## config.mk

```make
export PLATFORM = sky130hd
export DESIGN_NAME = rect_fill_engine
export DESIGN_NICKNAME = d
export VERILOG_FILES = /design/src/rtl/vga_pkg.sv /design/src/rtl/rect_fill_engine.sv
export SDC_FILE = /design/constraint.sdc
export NUM_CORES = 1
export LEC_CHECK = 0
export BUFFER_PORTS_ARGS = -buffer_cell sky130_fd_sc_hd__buf_2
export CORE_UTILIZATION = 40
export CTS_CLUSTER_DIAMETER = 60
export CTS_CLUSTER_SIZE = 24
export DETAILED_ROUTE_END_ITERATION = 16
export GPL_ROUTABILITY_DRIVEN = 0
export PLACE_DENSITY = 0.64
export SLEW_MARGIN = 20
export SYNTH_ARGS = -nofsm -noshare
export SYNTH_HDL_FRONTEND = slang
export SYNTH_SLANG_ARGS = --single-unit
```

## constraint.sdc

```tcl
create_clock -name vga_clk -period 5.1 [get_ports vga_clk]
set_input_delay 0.51 -clock vga_clk [delete_from_list [all_inputs] [get_ports vga_clk]]
set_output_delay 0.51 -clock vga_clk [all_outputs]
set_load 0.005 [all_outputs]
```

## src/rtl/vga_pkg.sv

```systemverilog
// Shared VGA framebuffer constants and the rectangle-fill FSM state type.
// Coordinate widths cover the largest command values a caller may present.
package vga_pkg;

    localparam int unsigned FB_WIDTH_DEF  = 160;
    localparam int unsigned FB_HEIGHT_DEF = 120;

    localparam int unsigned X_W   = 9;
    localparam int unsigned Y_W   = 8;
    localparam int unsigned PIX_W = 8;

    typedef enum logic [1:0] {
        StIdle,
        StWaitVb,
        StFill,
        StDone
    } fill_state_t;

endpackage

```

## src/rtl/rect_fill_engine.sv

```systemverilog
// Rectangle fill engine: clips a command to the framebuffer and streams its pixels
// in raster order over a valid/ready write port, optionally deferring to vertical blank.
module rect_fill_engine
    import vga_pkg::*;
#(
    parameter int unsigned FB_WIDTH  = FB_WIDTH_DEF,
    parameter int unsigned FB_HEIGHT = FB_HEIGHT_DEF
) (
    input  logic             vga_clk,
    input  logic             rst_n,

    input  logic             cmd_valid,
    output logic             cmd_ready,
    input  logic [X_W-1:0]   cmd_x0,
    input  logic [X_W-1:0]   cmd_x1,
    input  logic [Y_W-1:0]   cmd_y0,
    input  logic [Y_W-1:0]   cmd_y1,
    input  logic [PIX_W-1:0] cmd_color,
    input  logic             cmd_vb_wait,
    input  logic             vblank,
    input  logic             abort,

    output logic             px_valid,
    input  logic             px_ready,
    output logic [X_W-1:0]   px_x,
    output logic [Y_W-1:0]   px_y,
    output logic [PIX_W-1:0] px_data,

    output logic             busy,
    output logic             done
);

    localparam logic [X_W-1:0] XMax = X_W'(FB_WIDTH - 1);
    localparam logic [Y_W-1:0] YMax = Y_W'(FB_HEIGHT - 1);

    fill_state_t      state_q, state_d;
    logic [X_W-1:0]   x0_q, x0_d;
    logic [X_W-1:0]   x1_q, x1_d;
    logic [Y_W-1:0]   y1_q, y1_d;
    logic [X_W-1:0]   px_x_q, px_x_d;
    logic [Y_W-1:0]   px_y_q, px_y_d;
    logic [PIX_W-1:0] px_data_q, px_data_d;

    logic [X_W-1:0] x1c;
    logic [Y_W-1:0] y1c;
    logic           cmd_empty;
    logic           row_end;
    logic           rect_end;

    always_comb begin
        x1c       = (cmd_x1 > XMax) ? XMax : cmd_x1;
        y1c       = (cmd_y1 > YMax) ? YMax : cmd_y1;
        cmd_empty = (cmd_x0 > x1c) || (cmd_y0 > y1c);
        row_end   = (px_x_q == x1_q);
        rect_end  = row_end && (px_y_q == y1_q);
    end

    always_comb begin
        state_d   = state_q;
        x0_d      = x0_q;
        x1_d      = x1_q;
        y1_d      = y1_q;
        px_x_d    = px_x_q;
        px_y_d    = px_y_q;
        px_data_d = px_data_q;

        unique case (state_q)
            StIdle: begin
                if (cmd_valid) begin
                    // Start coordinates and colour live directly in the output registers.
                    x0_d      = cmd_x0;
                    x1_d      = x1c;
                    y1_d      = y1c;
                    px_x_d    = cmd_x0;
                    px_y_d    = cmd_y0;
                    px_data_d = cmd_color;
                    if (cmd_empty) begin
                        state_d = StDone;
                    end else if (cmd_vb_wait) begin
                        state_d = StWaitVb;
                    end else begin
                        state_d = StFill;
                    end
                end
            end
            StWaitVb: begin
                if (abort) begin
                    state_d = StIdle;
                end else if (vblank) begin
                    state_d = StFill;
                end
            end
            StFill: begin
                if (px_ready) begin
                    if (rect_end) begin
                        state_d = StDone;
                    end else if (row_end) begin
                        px_x_d = x0_q;
                        px_y_d = px_y_q + Y_W'(1);
                    end else begin
                        px_x_d = px_x_q + X_W'(1);
                    end
                end
                // A handshake in the abort cycle still counts; abort wins the state.
                if (abort) begin
                    state_d = StIdle;
                end
            end
            StDone: begin
                state_d = StIdle;
            end
            default: begin
                state_d = StIdle;
            end
        endcase
    end

    always_ff @(posedge vga_clk or negedge rst_n) begin
        if (!rst_n) begin
            state_q   <= StIdle;
            x0_q      <= '0;
            x1_q      <= '0;
            y1_q      <= '0;
            px_x_q    <= '0;
            px_y_q    <= '0;
            px_data_q <= '0;
        end else begin
            state_q   <= state_d;
            x0_q      <= x0_d;
            x1_q      <= x1_d;
            y1_q      <= y1_d;
            px_x_q    <= px_x_d;
            px_y_q    <= px_y_d;
            px_data_q <= px_data_d;
        end
    end

    always_comb begin
        cmd_ready = (state_q == StIdle);
        px_valid  = (state_q == StFill);
        busy      = (state_q != StIdle);
        done      = (state_q == StDone);
        px_x      = px_x_q;
        px_y      = px_y_q;
        px_data   = px_data_q;
    end

endmodule

```

Word-level counts from Yosys, hierarchy flattened. Cells that the tools add are included.

Input bits: 49. Word-level logic and storage cells: 55. Register bits: 53.

Reductions and logical operators: 9. $lt $le $gt $ge: 4. Equality and inequality tests: 12. Mux-type cells: 21. Add/subtract/negate cells: 2.

Operators with widths (number): $mux W9 (5); $mux W8 (5); $pmux W9 S2 (1); $mux W2 (8); $pmux W8 S2 (1); $add A9 B1 Y9 const B (1); $eq A9 B9 Y1 (1); $gt A9 B8 Y1 const B (1); $gt A9 B9 Y1 (1); $add A8 B1 Y8 const B (1); $eq A8 B8 Y1 (1); $gt A8 B7 Y1 const B (1); $gt A8 B8 Y1 (1); $pmux W2 S4 (1); $reduce_and A4 Y1 (2); $ne A3 B2 Y1 const B (2); $reduce_and A5 Y1 (1); $eq A2 B2 Y1 const B (2); $ne A2 B1 Y1 const B (2); $ne A2 B2 Y1 const B (2); $reduce_bool A2 Y1 (2); $ne A3 B3 Y1 const B (1); $eq A2 B1 Y1 const B (1); $logic_not A2 Y1 (1); other kinds (3) (3).

Longest topological paths before layout. Gate-level depths: netlist (run 1).

Depth in word-level cells: 7. Gate-level depth with buffers: 9. Gate-level depth less buffers: 9.

Worst setup path after synthesis (run 1). Ideal clock, no wire load.

Path type: in2reg. From: input port cmd_x1[5]. To: register state_q[0]. Library setup time: 0.135 ns. Stages on the path: 9. Arrival time: 2.043 ns. Slack: 2.922 ns. Path through: o21ai_1 > nand2b_1 > nor2_1 > ha_1 > a21oi_1 > o22ai_1 > a2111o_1 > a211oi_1 > o22ai_1.

Word-level cells in the longest chain between the ends: 7.

Ends and longest elaborated chain: from (decl) (line rect_fill_engine.sv:15) `input logic [X_W-1:0] cmd_x1,`; $gt A9 B8 Y1 (line rect_fill_engine.sv:51) `x1c = (cmd_x1 > XMax) ? XMax : cmd_x1;`; $mux W9 * (line rect_fill_engine.sv:51); $gt A9 B9 Y1 * (line rect_fill_engine.sv:53) `cmd_empty = (cmd_x0 > x1c) || (cmd_y0 > y1c);`; $logic_or A1 B1 Y1 * (line rect_fill_engine.sv:53); $mux W2 * (line rect_fill_engine.sv:77) `if (cmd_empty) begin`; $mux W2 * (line rect_fill_engine.sv:69) `if (cmd_valid) begin`; $pmux W2 S4 * (line rect_fill_engine.sv:67) `unique case (state_q)`; to (signal assigned) (line rect_fill_engine.sv:120) `state_q <= StIdle;`; to (signal assigned) (line rect_fill_engine.sv:128) `state_q <= state_d;`; to (decl) (line rect_fill_engine.sv:36) `fill_state_t state_q, state_d;`.

Every way passes the cells marked *; elsewhere a longest branch is shown, timed or not. The select of a mux whose other input is x is not followed. A chain may end at the register's enable or synchronous reset.

Worst setup path in the final report (run 1).
From: register state_q[0]. To: output port px_valid.

Word-level cells in the longest chain between the ends: 1.

Ends and longest elaborated chain: $eq A2 B2 Y1 (line rect_fill_engine.sv:140) `px_valid = (state_q == StFill);`; to (decl) (line rect_fill_engine.sv:23) `output logic px_valid,`.

Every way passes these cells.

==> results.md, run 1 <==
* Status: completed
* WP data required at 4.59 ns
* TritonCTS buffer count at 5
* Final #Nets at 528
* Initial Util at 41.5%
* TritonCTS clock tree: yes
* Synth Flop Type: dfrtp_1
* Startpoint types: flop
* Async SR Flop Fraction at 100%
* Setup violators final at 0
* RSZ-0062 raised after global routing: false
* DRT Pass-1 Iters at 4
* Clk pwr share at 11.0%
* Diodes inserted at 0
* Final hold vios at 0
* Fillcell total at 818
* Internal at 1180 uW
* Post-Syn Area per Cell at 8.82 sq um
* Vias in the first global route at 2923
* Crit-path max FO at 22
* Max_slew headroom at 46.0%
* Sequential power share at 40.2%
* HPWL after detailed placement at 6930 microns
* CP endpoint kind: output port
* Clk_lat worst skew at 0.31 ns
* Chip width at 94.6 microns
* Layout cells sized above 1 at 22.1%
* Sink Count at 53
* GRT overflow at 0
* Worst r2r src: state_q[0]$_DFFE_PN0P_
* EDFF count, synth at 0
* Worst hold path class: primary input to asynchronous set/reset pin
* R2r setup slk at 2.67 ns
* Synth Register Bits at 53
* CTS Hold Bufs at 0
* Count of pins over their slew limit at 0
* Post-synthesis sequential area ratio at 38.7%
* Cells after Synth at 389
* Post-synthesis cell type count at 65
* Cell Area, Placed at 3890 sq um
* Reg2Reg Depth at 4
* Beginning of the critical path: state_q[0]$_DFFE_PN0P_
* Design Area, Final at 3980 sq um
* Port Buf Inserts at 77
* Max cap viols at 0
* Fmax achieved at 0.377 GHz
* Switching part of the total at 45.1%
* Core Footprint at 8260 sq um
* Total GRT Usage at 21.5%
* Area grow syn2layout at 16.0%
* Kind of critical path: flop to output port
* Final TNS setup at 0 ns
* First-pass GRT wire length at 14900 microns
* Fin crit period at 2.65 ns
* Via/cell ratio at 5.52
* CTS root buf: clkbuf_8
* WL final at 9070 microns
* Power Density at 540 nW/um^2
* Setup bufs post-CTS at 0
* Post-CTS sizing at 0
* Fin crit share at 52.0%
* Die area at 8950 sq um
* Post-route ant nets at 0
* Combinational power share at 48.8%
* Max Buffers Root-to-Sink at 2
* Yosys warning count at 0
* NetSw at 970 uW
* Worst-margin pin slew at 0.810 ns
* Worst Clk Skew at 0.0134 ns
* Initial antenna violation count at 0
* Maximum vdd drop at 0.000245 V
* Leak pwr at 0.00184 uW
* DR iter-0 viols at 193
* Via count at 3123
* I/O pins at 78
* Worst-path clk slew at 0.10 ns
* Pin count of the biggest net entering global routing at 54
* FP Rows at 33
* Drt drc at 0
* CTS HTree Levels at 2
* Die height at 94.6 microns
* Post-synthesis instance area at 3430 sq um
* DR WL/cell at 16.0 microns
* Arrival @ worst endpoint at 2.14 ns
* RR Endpoint: px_x[1]$_DFFE_PN0P_
-- power groups by stage --
stage	Sequential [uW]	Combinational [uW]	Clock, uW
final	863	1050	237
after global routing	891	1170	261
after CTS	860	1050	243
after detailed placement	862	1050	0
after global placement	861	1020	0
after floorplan	785	778	0
-- logic make-up (layout without fill, tap and decap cells) --
kind of cell / Yosys count / in the layout / share of synthesized area (%)
and+or+nand+nor: 176 / 176 / 24.8
DFF: 53 / 53 / 38.7
AOI/OAI and AO/OA: 83 / 83 / 17.2
other: 1 / 2 / 0.109
xor gates and xnor gates: 24 / 24 / 6.13
adders and majority gates: 19 / 19 / 6.93
buffers and inverters: 26 / 97 / 3.46
muxes: 7 / 7 / 2.70
-- cell usage in the layout (no fill, tap or decap), types with 3 or more instances in the layout --
master / Yosys / routed
nand2_1: 84 / 84
buf_2: 5 / 77
dfrtp_1: 53 / 53
nor2_1: 27 / 27
ha_1: 19 / 19
xnor2_1: 17 / 17
a21oi_1: 15 / 15
nand4_1: 10 / 10
o21ai_1: 9 / 9
nand3_1: 9 / 9
inv_1: 8 / 8
a31oi_1: 8 / 8
xor2_1: 7 / 7
nor3_1: 6 / 6
o31ai_1: 6 / 6
o211ai_1: 5 / 5
o21ai_0: 5 / 5
a211oi_1: 5 / 5
nor4_1: 5 / 5
clkbuf_8: 0 / 5
nand2b_1: 4 / 4
or2_1: 4 / 4
and3_1: 4 / 4
nor2b_1: 4 / 4
o22ai_1: 4 / 4
mux2_4: 4 / 4
and2_1: 3 / 3
a21o_1: 3 / 3
a2bb2oi_1: 3 / 3
buf_4: 0 / 3
-- flip-flops by register name (all words and copies together), names as in the netlist --
signal and cells:
x0_q 9, px_y 8, px_data 8, px_x 9
x1_q 9, state_q 2, y1_q 8
-- metal layers --
layer  wire length (microns)  vias to the layer above  part of all wire, %  GRT usage (%)
li1                        -                     1544                    -              -
met1                    4320                     1482                   48           32.3
met2                    4200                       92                   46           32.9
met3                     479                        5                  5.3           3.06
met4                      75                        0                 0.83           4.29
met5                       0                        -                    0              0
-- synth_stat cells (3+ instances only) --
library cell / count / area (sq um)
nand2_1: 84 / 315
dfrtp_1: 53 / 1330
nor2_1: 27 / 101
ha_1: 19 / 238
xnor2_1: 17 / 149
a21oi_1: 15 / 75.1
clkbuf_1: 10 / 37.5
nand4_1: 10 / 62.6
nand3_1: 9 / 45.0
o21ai_1: 9 / 45.0
a31oi_1: 8 / 50.1
inv_1: 8 / 30.0
xor2_1: 7 / 61.3
nor3_1: 6 / 30.0
o31ai_1: 6 / 45.0
a211oi_1: 5 / 37.5
buf_2: 5 / 25.0
nor4_1: 5 / 31.3
o211ai_1: 5 / 37.5
o21ai_0: 5 / 25.0
and3_1: 4 / 25.0
mux2_4: 4 / 60.1
nand2b_1: 4 / 25.0
nor2b_1: 4 / 25.0
o22ai_1: 4 / 25.0
or2_1: 4 / 25.0
a21o_1: 3 / 22.5
a2bb2oi_1: 3 / 26.3
and2_1: 3 / 18.8
-- worst max path at each step --
stage / endpoint / slack, ns / depth (start not counted)
after floorplan: state_q[0]$_DFFE_PN0P_ / 2.92 / 9
after global placement: state_q[0]$_DFFE_PN0P_ / 2.65 / 10
after detailed placement: state_q[0]$_DFFE_PN0P_ / 2.55 / 10
after CTS: px_valid / 2.46 / 3
after global routing: px_valid / 2.26 / 3
final: px_valid / 2.45 / 3
-- layout make-up --
cell class	instances	area, sq um	area share (%)
inverter	9	33.8	0.849
timing repair buffer	80	408	10.3
clock inverter	1	7.51	0.189
sequential	53	1330	33.3
multi-input combinational	311	2000	50.2
tap	105	131	3.30
clock buffer	7	76.3	1.92
-- per-stage QoR --
stage,util (%),std cells,hold slack [ns],total power (uW),worst slack (ns)
global route,48.2,566,0.374,2320,2.26
floorplan,-,390,0.214,1560,2.92
finish,48.2,566,0.299,2150,2.45
CTS,48.2,566,0.343,2150,2.46
global placement,47.2,558,0.454,1880,2.65
detailed placement,47.2,558,0.457,1910,2.55
-- worst max-delay path, stage by stage, from the launching register on --
cell and delay [ns]:
dfrtp_1 0.57, nand2b_1 0.69, inv_2 0.33, buf_2 0.23
(Power assumes the default switching activity.)
==> run 2: changes to the inputs <==
clock period = 2.5 ns   (was 5.1 ns; I/O delays follow)
==> results.md, run 2 (synthesis results as in run 1) <==
* Via count at 3203 (was 3123)
* WL final at 9460 microns (was 9070 microns)
* RR Endpoint: px_y[6]$_DFFE_PN0P_ (was px_x[1]$_DFFE_PN0P_)
* Initial antenna violation count at 0 (unchanged)
* Startpoint types: flop (unchanged)
* Chip width at 94.6 microns (unchanged)
* Beginning of the critical path: px_x[5]$_DFFE_PN0P_ (was state_q[0]$_DFFE_PN0P_)
* CP max stage delay at 0.55 ns (was 0.69 ns)
* Leak pwr at 0.00192 uW (was 0.00184 uW)
* Worst-margin pin slew at 0.565 ns (was 0.810 ns)
* HPWL after detailed placement at 7310 microns (was 6930 microns)
* Die height at 94.6 microns (unchanged)
* Design Area, Final at 4100 sq um (was 3980 sq um)
* Sink Count at 53 (unchanged)
* Core Footprint at 8260 sq um (unchanged)
* Worst r2r src: px_x[5]$_DFFE_PN0P_ (was state_q[0]$_DFFE_PN0P_)
* Setup violators final at 0 (unchanged)
* DR iter-0 viols at 267 (was 193)
* Clk_lat worst skew at 0.31 ns (about the same)
* Crit-path max FO at 10 (was 22)
* TritonCTS clock tree: yes (unchanged)
* CP max-delay cell: or3_1 (was nand2b_1)
* CTS HTree Levels at 2 (unchanged)
* Max Buffers Root-to-Sink at 2 (unchanged)
* Area grow syn2layout at 19.4% (was 16.0%)
* R2r setup slk at 0.36 ns (was 2.67 ns)
* Via/cell ratio at 5.55 (was 5.52)
* Post-CTS sizing at 0 (unchanged)
* Commonest cells after routing, fill and taps aside: 84 x nand2_1, 77 x buf_2, 53 x dfrtp_1 (unchanged)
* Port Buf Inserts at 77 (unchanged)
* Drt drc at 0 (unchanged)
* GRT overflow at 0 (unchanged)
* Fin crit period at 2.14 ns
* Layout cells sized above 1 at 23.9% (was 22.1%)
* CP endpoint kind: flop (was output port)
* Critical Path Sink: px_y[6]$_DFFE_PN0P_ (was px_valid)
* Reg2Reg Depth at 6 (was 4)
* DRT Pass-1 Iters at 6 (was 4)
* Power Density at 1120 nW/um^2 (was 540 nW/um^2)
* Worst Clk Skew at 0.00562 ns (was 0.0134 ns)
* Maximum vdd drop at 0.000538 V (was 0.000245 V)
* Vias in the first global route at 3170 (was 2923)
* Final hold vios at 0 (unchanged)
* Kind of critical path: flop to flop (was flop to output port)
* Diodes inserted at 0 (unchanged)
* Count of pins over their slew limit at 0 (unchanged)
* Initial Util at 41.5% (unchanged)
* First-pass GRT wire length at 15900 microns (was 14900 microns)
* Fin crit share at 85.8%
* Total GRT Usage at 22.9% (was 21.5%)
* Footprint of the multi-input gates at 2000 sq um (unchanged)
* Fmax achieved at 0.466 GHz
* Top cell family by delay on the critical path: simple AND/OR/NAND/NOR gates (unchanged)
* Worst-path clk slew at 0.10 ns (about the same)
* Die area at 8950 sq um (unchanged)
* Final TNS setup at 0 ns (unchanged)
* Buf/Inv on CP at 1 (was 2)
* FP Rows at 33 (unchanged)
* Worst hold path class: primary input to flop (was primary input to asynchronous set/reset pin)
* Critical path depth at 6 (was 3)
* Crit path cell chain: xor2_1 > or3_1 > nor3_4 > buf_4 > a32oi_1 > a311o_1 (was nand2b_1 > inv_2 > buf_2)
* Max cap viols at 0 (unchanged)
* Cell Area, Placed at 3970 sq um (was 3890 sq um)
* I/O pins at 78 (unchanged)
* DR WL/cell at 16.4 microns (was 16.0 microns)
* Post-route ant nets at 0 (unchanged)
* TritonCTS buffer count at 5 (unchanged)
* Most common cell after layout, fill and taps aside: nand2_1 (unchanged)
* WP data required at 2.70 ns (was 4.59 ns)
* FF/Latch Area at 1330 sq um (unchanged)
* Final #Nets at 539 (was 528)
* Critical hold path startpoint: cmd_color[6]
* Status: completed (unchanged)
* Max_slew headroom at 62.3% (was 46.0%)
* Total power at 4590 uW (was 2150 uW)
* Fillcell total at 808 (was 818)
* Pin count of the biggest net entering global routing at 32 (was 54)
* RSZ-0062 raised after global routing: false (unchanged)
* Arrival @ worst endpoint at 2.35 ns (was 2.14 ns)
* CTS root buf: clkbuf_8 (unchanged)
run 2: cell count changes in the layout (fill, tap and decap cells not counted):
cell	change
buf_4	+10
bufinv_16	+1
clkbuf_1	-1
clkbuf_8	+1
clkinvlp_4	-1
dlygate4sd3_1	+1
run 2: final cells by class:
class | count | share of cell area [%]
clock buffers | 7 | 2.11
clock inverters | 1 | 0.733
inverters | 9 | 0.825
multi-input cells | 311 | 48.7
flip-flops and latches | 53 | 32.4
well taps | 105 | 3.21
repair buffers | 91 | 12.0
run 2: worst min-delay path by stage:
stage	cells past startpoint	to
global route	3	px_data[0]$_DFFE_PN0P_
floorplan	0	px_data[0]$_DFFE_PN0P_
finish	3	px_data[6]$_DFFE_PN0P_
CTS	3	px_data[3]$_DFFE_PN0P_
global placement	1	px_data[0]$_DFFE_PN0P_
detailed placement	1	px_data[0]$_DFFE_PN0P_
run 2: per-layer routing:
layer,vias to the layer above,share of wire [%],track usage [%]
li1,1558,-,-
met1,1534,47,33.0
met2,99,46,34.8
met3,12,5.5,4.35
met4,0,1.5,6.57
met5,-,0,0
run 2: worst register-to-register path, cell delays in order (launching register included):
cell and delay [ns]:
dfrtp_1 0.45, xor2_1 0.18, or3_1 0.55, nor3_4 0.27
buf_4 0.21, a32oi_1 0.10, a311o_1 0.27
run 2: metrics by stage:
step | utilization [%] | hold WS (ns) | setup slack (ns) | cells
after floorplan | - | -0.0456 | 0.555 | 390
after global placement | 48.1 | 0.187 | 0.342 | 568
after detailed placement | 48.1 | 0.193 | 0.236 | 568
after CTS | 49.6 | 0.120 | 0.354 | 577
after global routing | 49.6 | 0.116 | 0.221 | 577
final | 49.6 | 0.124 | 0.356 | 577
run 2: power breakdown:
part           switching (uW)  internal (uW)
combinational            1230           1020
sequential                464           1250
clock                     297            327
total                    1990           2590
run 2: what timing repair did:
| item | CTS | global route |
|---|---|---|
| buffers inserted | 0 | 0 |
| endpoints found under the hold margin | 14 | 0 |
| setup endpoints to repair | 0 | 0 |
| hold buffers | 1 | 0 |
